$ cat src/rtl/painel_jogadores.sv
// Player LED panel: normal display of current/selected players, plus a timed
// blink announcement of an eliminated player with a done pulse.
module painel_jogadores #(
  parameter int unsigned N_JOGADORES  = 5,
  parameter int unsigned BLINK_CICLOS = 25000000,
  parameter int unsigned N_PISCADAS   = 3
) (
  input  logic                   clock,
  input  logic                   reset,
  input  logic                   mostra,
  input  logic [2:0]             jogador_atual,
  input  logic [2:0]             jogador_escolhido,
  input  logic [N_JOGADORES-1:0] vivos,
  input  logic                   anuncia,
  input  logic [2:0]             eliminado,
  output logic [N_JOGADORES-1:0] leds,
  output logic                   ocupado,
  output logic                   fim_anuncio,
  output logic [1:0]             db_estado
);

  localparam int unsigned CW = $clog2(BLINK_CICLOS);
  localparam int unsigned PW = $clog2(N_PISCADAS + 1);
  localparam logic [CW-1:0] CNT_MAX   = CW'(BLINK_CICLOS - 1);
  localparam logic [PW-1:0] PARES_MAX = PW'(N_PISCADAS);

  typedef enum logic [1:0] {
    REPOUSO = 2'd0,
    ACESO   = 2'd1,
    APAGADO = 2'd2,
    FIM     = 2'd3
  } estado_t;

  estado_t                estado, estado_nxt;
  logic [CW-1:0]          cnt, cnt_nxt;
  logic                   fase, fase_nxt;
  logic [PW-1:0]          pares, pares_nxt;
  logic [2:0]             idx, idx_nxt;
  logic [N_JOGADORES-1:0] leds_nxt;
  logic                   ocupado_nxt, fim_nxt;
  logic                   wrap;
  logic [N_JOGADORES-1:0] normal;

  function automatic logic [N_JOGADORES-1:0] um_quente(input logic [2:0] j);
    logic [N_JOGADORES-1:0] r;
    r = '0;
    for (int unsigned i = 0; i < N_JOGADORES; i++) r[i] = (32'(j) == i);
    return r;
  endfunction

  assign wrap      = (cnt == CNT_MAX);
  assign db_estado = estado;

  // Idle display pattern; the solid current player takes priority over blinking.
  always_comb begin
    normal = '0;
    if (mostra) begin
      for (int unsigned i = 0; i < N_JOGADORES; i++) begin
        if (vivos[i]) begin
          if (32'(jogador_atual) == i)          normal[i] = 1'b1;
          else if (32'(jogador_escolhido) == i) normal[i] = fase;
        end
      end
    end
  end

  // Outputs are registered from the next state so LEDs line up with db_estado.
  always_comb begin
    estado_nxt  = estado;
    cnt_nxt     = wrap ? '0 : cnt + CW'(1);
    fase_nxt    = wrap ? ~fase : fase;
    pares_nxt   = pares;
    idx_nxt     = idx;
    leds_nxt    = '0;
    ocupado_nxt = 1'b1;
    fim_nxt     = 1'b0;
    case (estado)
      REPOUSO: begin
        ocupado_nxt = 1'b0;
        leds_nxt    = normal;
        if (anuncia) begin
          estado_nxt  = ACESO;
          idx_nxt     = eliminado;
          cnt_nxt     = '0;
          fase_nxt    = 1'b1;
          leds_nxt    = um_quente(eliminado);
          ocupado_nxt = 1'b1;
        end
      end
      ACESO: begin
        leds_nxt = um_quente(idx);
        if (wrap) begin
          estado_nxt = APAGADO;
          leds_nxt   = '0;
        end
      end
      APAGADO: begin
        if (wrap) begin
          pares_nxt = pares + PW'(1);
          if (pares + PW'(1) == PARES_MAX) begin
            estado_nxt = FIM;
            fim_nxt    = 1'b1;
          end else begin
            estado_nxt = ACESO;
            leds_nxt   = um_quente(idx);
          end
        end
      end
      FIM: begin
        estado_nxt  = REPOUSO;
        pares_nxt   = '0;
        ocupado_nxt = 1'b0;
        leds_nxt    = normal;
      end
      default: estado_nxt = REPOUSO;
    endcase
  end

  always_ff @(posedge clock or negedge reset) begin
    if (!reset) begin
      estado      <= REPOUSO;
      cnt         <= '0;
      fase        <= 1'b0;
      pares       <= '0;
      idx         <= 3'd7;
      leds        <= '0;
      ocupado     <= 1'b0;
      fim_anuncio <= 1'b0;
    end else begin
      estado      <= estado_nxt;
      cnt         <= cnt_nxt;
      fase        <= fase_nxt;
      pares       <= pares_nxt;
      idx         <= idx_nxt;
      leds        <= leds_nxt;
      ocupado     <= ocupado_nxt;
      fim_anuncio <= fim_nxt;
    end
  end

endmodule

$ cat config.mk
export PLATFORM = sky130hd
export DESIGN_NAME = painel_jogadores
export DESIGN_NICKNAME = d
export VERILOG_FILES = /design/src/rtl/painel_jogadores.sv
export SDC_FILE = /design/constraint.sdc
export NUM_CORES = 1
export LEC_CHECK = 0
export ABC_CLOCK_PERIOD_IN_PS = 4050
export BUFFER_PORTS_ARGS = -buffer_cell sky130_fd_sc_hd__buf_2
export CORE_MARGIN = 3
export CORE_UTILIZATION = 55
export DETAILED_ROUTE_END_ITERATION = 10
export PLACE_DENSITY = 0.76
export SLEW_MARGIN = 5
export SYNTH_ARGS = -nofsm -noshare
export SYNTH_HDL_FRONTEND = slang
export SYNTH_SLANG_ARGS = --single-unit
$ cat constraint.sdc
create_clock -name clock -period 4.05 [get_ports clock]
set_input_delay 0.81 -clock clock [delete_from_list [all_inputs] [get_ports clock]]
set_output_delay 0.81 -clock clock [all_outputs]
set_load 0.005 [all_outputs]
[Yosys cells after proc, flatten, opt, wreduce, memory -nomap -nowiden]
Cells that the tools add are included.
Storage, ports and cells
  output and inout port bits: 9
  register bits after elaboration: 40
  word-level logic and storage cells: 83
  input bits: 18
Operators by class
  reduce and logical (&&, ||, !) cells: 9
  bitwise gates (word level): 1
  equal/unequal tests: 24
  $add $sub $neg: 2
  multiplexer cells: 39
Operators by type and width (count)
  $mux 25: 3
  $add 25x1->25 const B: 1
  $eq 25x25->1 const B: 1
  $mux 5: 5
  $eq 3x2->1 const B: 8
  $mux 1: 22
  $pmux 5 s4: 1
  $eq 3x1->1 const B: 4
  $eq 3x3->1 const B: 4
  $logic_not 3->1: 4
  $mux 2: 5
  $pmux 2 s4: 1
  $eq 2x2->1 const B: 3
  $ne 2x2->1 const B: 3
  $pmux 2 s2: 1
  $reduce_and 2->1: 2
  $reduce_and 3->1: 1
  $add 2x1->2 const B: 1
  $eq 2x1->1 const B: 1
  $logic_not 2->1: 1
  $pmux 1 s2: 1
  $reduce_bool 2->1: 1
  $not 1->1: 1

[Longest topological paths before layout]
Gate-level depths: netlist of the first run.
  depth after elaboration: 7
  depth in mapped cells: 7
  mapped depth without buffers: 6

[Worst setup path after synthesis of the first run]
OpenSTA, ideal clock, no wires.
  path kind: input-to-reg
  start: input anuncia
  end: register leds[1]
  setup time: 110 ps
  required time: 3940 ps
  stages: 6
  path buffers: 1
  setup slack: 2132 ps
  arrival time: 1808 ps
  cell sequence: or3b_2 clkbuf_1 nor2_1 nand2_1 a2bb2oi_1 o41ai_1
On the way
  word-level cells in the longest chain between the ends: 2
Ends and longest elaborated chain
  start, declared: RTL line 14  | input logic anuncia,
  $mux 5: RTL line 81  | if (anuncia) begin
  $pmux 5 s4: RTL line 77  | case (estado)
  named net leds_nxt[1]: RTL line 39  | logic [N_JOGADORES-1:0] leds_nxt;
  end signal, assigned: RTL line 135  | leds <= leds_nxt;
  end, declared: RTL line 16  | output logic [N_JOGADORES-1:0] leds,
The timed path passes the listed nets, and every way through them passes these cells.
A chain may end at the register's enable or synchronous reset.

[Final worst setup path of the first run]
  start: register cnt[0]
  end: register leds[2]
On the way
  word-level cells in the longest chain between the ends: 3
  elaborated cells on any way between the ends: 4
  classes of those cells: eq/ne (1); mux (3)
Ends and longest elaborated chain
  start, declared: RTL line 35  | logic [CW-1:0] cnt, cnt_nxt;
  start signal, assigned: RTL line 131  | cnt <= cnt_nxt;
  $eq 25x25->1 (*): RTL line 51  | assign wrap = (cnt == CNT_MAX);
  $mux 5, on equally long branches: RTL line 98, 92
  $pmux 5 s4 (*): RTL line 77
  named net leds_nxt[2]: RTL line 39
Mark *: on every way through the listed nets, which the timed path passes. The rest lies on a longest branch.

==> results.cfg, run 1 <==
[global_route]
grt-ovfl-total = 0
grt_max_degree = 41
grt_pass1_vias = 1521
grt_pass1_wl_mm = 6.86
grt_usage = 0.200
antenna_found_initial = 0

[detailed_routing]
wirelength_mm = 3.79
drtIter0Drc = 119
drt_pre_antenna_iters = 4
postRouteAntennaNets = 0
vias_per_cell = 5.45
drcViolationCount = 0
num_vias = 1543
routedWlPerCell_um = 13.4

[sta]
worst_pin_slew_ns = 0.850
relSlewSlack = 0.428
post-route-min-period_ns = 2.15
timing.fmax_mhz = 465
setup_viol = 0
min_period_over_period = 0.531
rsz0062_at_grt = no
setup_tns_ns = 0
slew_viol_final = 0
hold_violations = 0
finClkSkew_ns = 0.0111

[layout]
area_delta_synth_final_pct = 12.3
fin_nets = 256
insertedDiodeCount = 0
layout-drive-gt1-share = 0.207
n_fill_cell = 304

[synth]
ys_seq_area_frac = 0.485
synthFlopType = dfrtp_1
synth.mux.area_fraction = 0.0362
ys_seq_elements = 40
synthDistinctLibCells = 45
post_synth_and_or_nand_nor_area_fraction = 0.271
synthAdderAreaFrac = 0.0121
netlist_instances = 209
yosysWarningCount = 0
synth.net_count = 229
synth-compound-area-share = 0.0700
syn_area_per_cell_um2 = 9.91
synthXorXnorAreaFrac = 0.101
synth_top_family_by_area = simple AND/OR/NAND/NOR gates
synth-edff-count = 0
netlist_area_mm2 = 0.00207
synthArstFlopShare = 1.00

[setup_path]
worstSetupPathType = register to register
cp-start-kind = register
path_max_fanout = 9
end_kind = register
worstPathArrival_ns = 2.31
worstPathRequired_ns = 4.21

[pwr]
finalPower_mw = 0.875
power_density_mw_per_mm2 = 376
p_leak_nw = 1.03
clock_power_share = 0.327
combPwrFrac = 0.119
switching_share = 0.260
seqPwrFrac = 0.554
vdd_drop_max_uv = 259
intPower_mw = 0.648
switchingPower_mw = 0.228

[placement]
hpwl_mm = 2.74
io_buffers = 26
gp_congestion = 0.779

[floorplanning]
die_w_um = 67.4
coreArea_mm2 = 0.00347
dieArea_mm2 = 0.00454
row_count = 21
num_io_pins = 27
start_util = 0.597
die-height_um = 67.4

[job]
drv_cap = 0

[run_status]
status = finished clean

[clock_network]
worstSkewPairLatency_ns = 0.29
cts_tree = yes
cts.clk_slew.worst_paths_ns = 0.08
cts_made_buffers = 5
postCtsResizedCells = 0
clockRootBuffer = clkbuf_8
htreeDepth = 2
post_cts_buffers = 0
ctsHoldBuffers = 0
cts_max_path_buffers = 2
cts.sinks = 40

[hold_path]
hp-class = register to register
==> layout by cell type, fill, tap and decap left out, types with 2 or more instances in the layout <==
cell       synthesis  routed
mux2_2             4       4
nand2_1           16      16
nor2_1            43      43
nor3b_1            2       2
o21ai_0            5       5
nor4_1             2       2
dfstp_2            3       3
xor2_1            15      15
ha_1               2       2
nor4b_1            2       2
nand4_1            6       6
inv_1              5       5
and4_1             3       3
xnor2_1            9       9
nor3_1             6       6
mux2i_1            3       3
buf_2              2      26
a21oi_1            3       3
nand3_2            2       2
nor4bb_1           2       2
nand3_1            9       9
a2bb2oi_1          2       2
and3_1             2       2
dfrtp_1           37      37
o41ai_1            2       2
clkbuf_8           0       7
==> flip-flops by register name, summed over array words and instances (netlist names) <==
name / flops
pares: 2
cnt: 25
fim_anuncio: 1
fase: 1
leds: 5
ocupado: 1
idx: 3
db_estado: 2
==> cells by family after synthesis <==
family,after synthesis
AOI/OAI and AO/OA,21
xor gates and xnor gates,24
adders and majority gates,2
buffers and inverters,11
DFF,40
muxes,7
and+or+nand+nor,104
==> metal layers <==
metal | up-vias | GRT usage | part of all wire
met5 | - | 0 | 0
met1 | 735 | 0.257 | 0.48
met4 | 0 | 0.0810 | 0.014
met2 | 19 | 0.329 | 0.48
li1 | 785 | - | -
met3 | 4 | 0.0416 | 0.027
==> synth_stat cells, drive strengths merged, types with 4 or more instances <==
master   n  area share
inv      5      0.0091
xnor2    9       0.038
o21ai    6       0.014
mux2     4       0.022
xor2    15       0.063
nor2    43       0.078
nand4    6       0.018
dfrtp   37        0.45
nand3   11       0.031
nor3     6       0.014
nand2   16       0.029
==> worst paths after layout <==
kind                         from  endpoint  slack (ns)  cells after the start
max in group asynchronous   reset   ocupado        2.88                      1
hold reg to reg            cnt[0]    cnt[0]        0.51                      1
hold / removal             cnt[0]    cnt[0]        0.51                      1
min in group asynchronous   reset   leds[1]        0.62                      1
setup / recovery           cnt[0]   leds[2]        1.90                      5
setup reg to reg           cnt[0]   leds[2]        1.90                      5
==> worst max-delay path: stages (launching register included) <==
cell and delay [ns]:
dfrtp_1 0.40, ha_1 0.22, nand2_1 0.15, nor4_4 0.59
mux2i_1 0.50, o21ai_0 0.16
==> power groups by stage <==
stage / clock network (mW) / logic [mW] / registers [mW]
global route: 0.307 / 0.122 / 0.493
finish: 0.286 / 0.104 / 0.485
detailed placement: 0 / 0.106 / 0.493
CTS: 0.293 / 0.106 / 0.486
floorplan: 0 / 0.0693 / 0.486
global placement: 0 / 0.103 / 0.491
==> stage by stage <==
stage / util / area, um2 / cells / setup slack, ns / hold slack, ns
after global routing: 0.671 / 2330 / 283 / 1.64 / 0.533
after CTS: 0.671 / 2330 / 283 / 1.87 / 0.510
after global placement: 0.642 / 2230 / 275 / 1.97 / 0.490
after floorplan: - / 2070 / 209 / 2.13 / 0.475
final: 0.671 / 2330 / 283 / 1.90 / 0.507
after detailed placement: 0.642 / 2230 / 275 / 1.87 / 0.500
==> layout make-up <==
type	instances	area [um2]	area share
multi-input combinational	158	1020	0.437
sequential	40	1000	0.432
tap	46	57.6	0.0247
inverter	5	18.8	0.00806
timing repair buffer	26	130	0.0559
clock buffer	8	100	0.0430
Power figures use the tool's default switching activity.
==> run 2, diff against run 1 <==
- ABC_CLOCK_PERIOD_IN_PS: 4050 -> 1900
- CORE_UTILIZATION: 55 -> 51
- PLACE_DENSITY: 0.76 -> 0.75
- clock period: 4.05 -> 1.9 ns (I/O delays scaled with it)
==> run 2 against run 1 <==
Compared with the run above: via count rose by 5.9%; die area is 7.1% higher; critical path type unchanged; clock-buffer cell count decreased by 1; critical path depth is 3 higher; worst setup slack got worse by 1.9 ns; largest power group unchanged; sequential share of layout area shrank 3.8 points; total power is 110% higher; maximum frequency rose by 13%; worst hold slack worse by 0.38 ns.
==> results.cfg, run 2 (synthesis gave the netlist of run 1 again) <==
[layout]
largest_register_ffs = 25
layoutNonFillerInstCount = 300
post-route-util = 0.672
largest_register = cnt
n_fill_cell = 304
final_cell_mix = dfrtp_1, nor2_1, buf_2
fin_nets = 271
final_common_cell = dfrtp_1
layout-drive-gt1-share = 0.302
area_delta_synth_final_pct = 23.2
insertedDiodeCount = 0
reg.largest.list = cnt (25), leds (5), idx (3)

[run_status]
status = finished clean

[pwr]
intPower_mw = 1.32
finalPower_mw = 1.83
clock_power_share = 0.298
seqPwrFrac = 0.569
power_density_mw_per_mm2 = 715
vdd_drop_max_uv = 571
combPwrFrac = 0.133
switchingPower_mw = 0.510
switching_share = 0.279
p_leak_nw = 1.10

[detailed_routing]
drcViolationCount = 0
routedWlPerCell_um = 14.3
num_vias = 1634
vias_per_cell = 5.45
drtIter0Drc = 81
postRouteAntennaNets = 0
drt_pre_antenna_iters = 4
wirelength_mm = 4.30

[setup_path]
max_stage_delay_ns = 0.44
worstSetupPathType = register to register
slowest_stage = dfrtp_1
worstPathArrival_ns = 2.08
cp-start-kind = register
cp_cell_sequence = and4bb_2, nand3_2, nor4_4, buf_4, buf_8, a21o_4, clkbuf_16, nor2_4
r2r_cells = 8
path_max_fanout = 8
cp_top_family = simple AND/OR/NAND/NOR gates
end_kind = register
path_buf_inv = 3
worstPathRequired_ns = 2.08
cp_num_cells = 8

[clock_network]
cts_tree = yes
cts_max_path_buffers = 2
cts.clk_slew.worst_paths_ns = 0.08
cts.sinks = 40
worstSkewPairLatency_ns = 0.30
clockRootBuffer = clkbuf_8
htreeDepth = 2
cts_made_buffers = 5

[job]
drv_cap = 0

[floorplanning]
die-height_um = 69.7
start_util = 0.545
dieArea_mm2 = 0.00486
coreArea_mm2 = 0.00380
num_io_pins = 27
row_count = 22
die_w_um = 69.7

[sta]
setup_ws_ns = 0.000497
relSlewSlack = 0.661
min_period_over_period = 1.00
timing.fmax_mhz = 526
hold_violations = 0
post-route-min-period_ns = 1.90
worst_pin_slew_ns = 0.504
finClkSkew_ns = 0.00935
setup_viol = 0
rsz0062_at_grt = yes
slew_viol_final = 0

[global_route]
grt_usage = 0.176
grt_pass1_vias = 1478
grt_max_degree = 41
grt-ovfl-total = 0
antenna_found_initial = 0
grt_pass1_wl_mm = 6.82

[placement]
gp_congestion = 0.778
hpwl_mm = 2.86
io_buffers = 26
dp.cells = 288
pre_cts_ws_ns = 0.0241

[hold_path]
hp-class = input pin to async pin
==> run 2: changes by cell type in the layout (fill, tap and decap cells not counted), moves of 2 or more <==
cell,delta
buf_4,+11
nor2_1,-11
nor2_4,+6
nor2_2,+5
clkbuf_8,-2
==> run 2: worst paths after layout <==
kind | start | endpoint | slack [ns]
hold reg to reg | pares[1] | pares[1] | 0.52
max in group asynchronous | reset | idx[2] | 1.41
setup / recovery | cnt[7] | cnt[11] | 0.0005
setup reg to reg | cnt[7] | cnt[11] | 0.0005
min in group clock | vivos[3] | leds[3] | 0.32
hold / removal | reset | cnt[8] | 0.13
==> run 2: what timing repair did <==
action	CTS	global route
resized for setup	1	24
endpoints found under the hold margin	0	0
setup buffers	0	2
gates cloned	0	2
hold buffers	0	0
pin swaps	0	13
setup endpoints to repair	1	27
==> run 2: worst reg2reg max path: stages, from the launching register on <==
cell	delay [ns]
dfrtp_1	0.44
and4bb_2	0.32
nand3_2	0.09
nor4_4	0.26
buf_4	0.18
buf_8	0.13
a21o_4	0.14
clkbuf_16	0.18
nor2_4	0.03
==> run 2: through the flow <==
stage               hold slack, ns  area [um2]  TNS [ns]
floorplan                   0.0844        2070         0
global placement             0.464        2320         0
detailed placement           0.469        2320         0
CTS                          0.143        2410         0
global route                 0.167        2550     -1.71
finish                       0.125        2550         0
==> run 2: area by class of cell <==
cell class	instances	area [um2]	share of cell area
multi-input combinational	158	1100	0.432
tap	48	60.1	0.0235
clock inverter	1	5.00	0.00196
clock buffer	7	76.3	0.0299
timing repair buffer	41	284	0.111
sequential	40	1000	0.394
inverter	5	18.8	0.00735
==> run 2: power groups by stage <==
stage               Clock, mW  Sequential (mW)  Combinational [mW]
floorplan                   0             1.04               0.148
global placement            0             1.05               0.224
detailed placement          0             1.05               0.233
CTS                     0.567             1.04               0.235
global route            0.592             1.05               0.281
finish                  0.544             1.04               0.242
==> run 2: layer usage <==
layer  wire (um)  GRT usage  up-vias
met5           0          0        -
met4          83     0.0766        0
met3         164     0.0420        8
met2        1960      0.262       28
met1        2090      0.244      781
li1            -          -      817
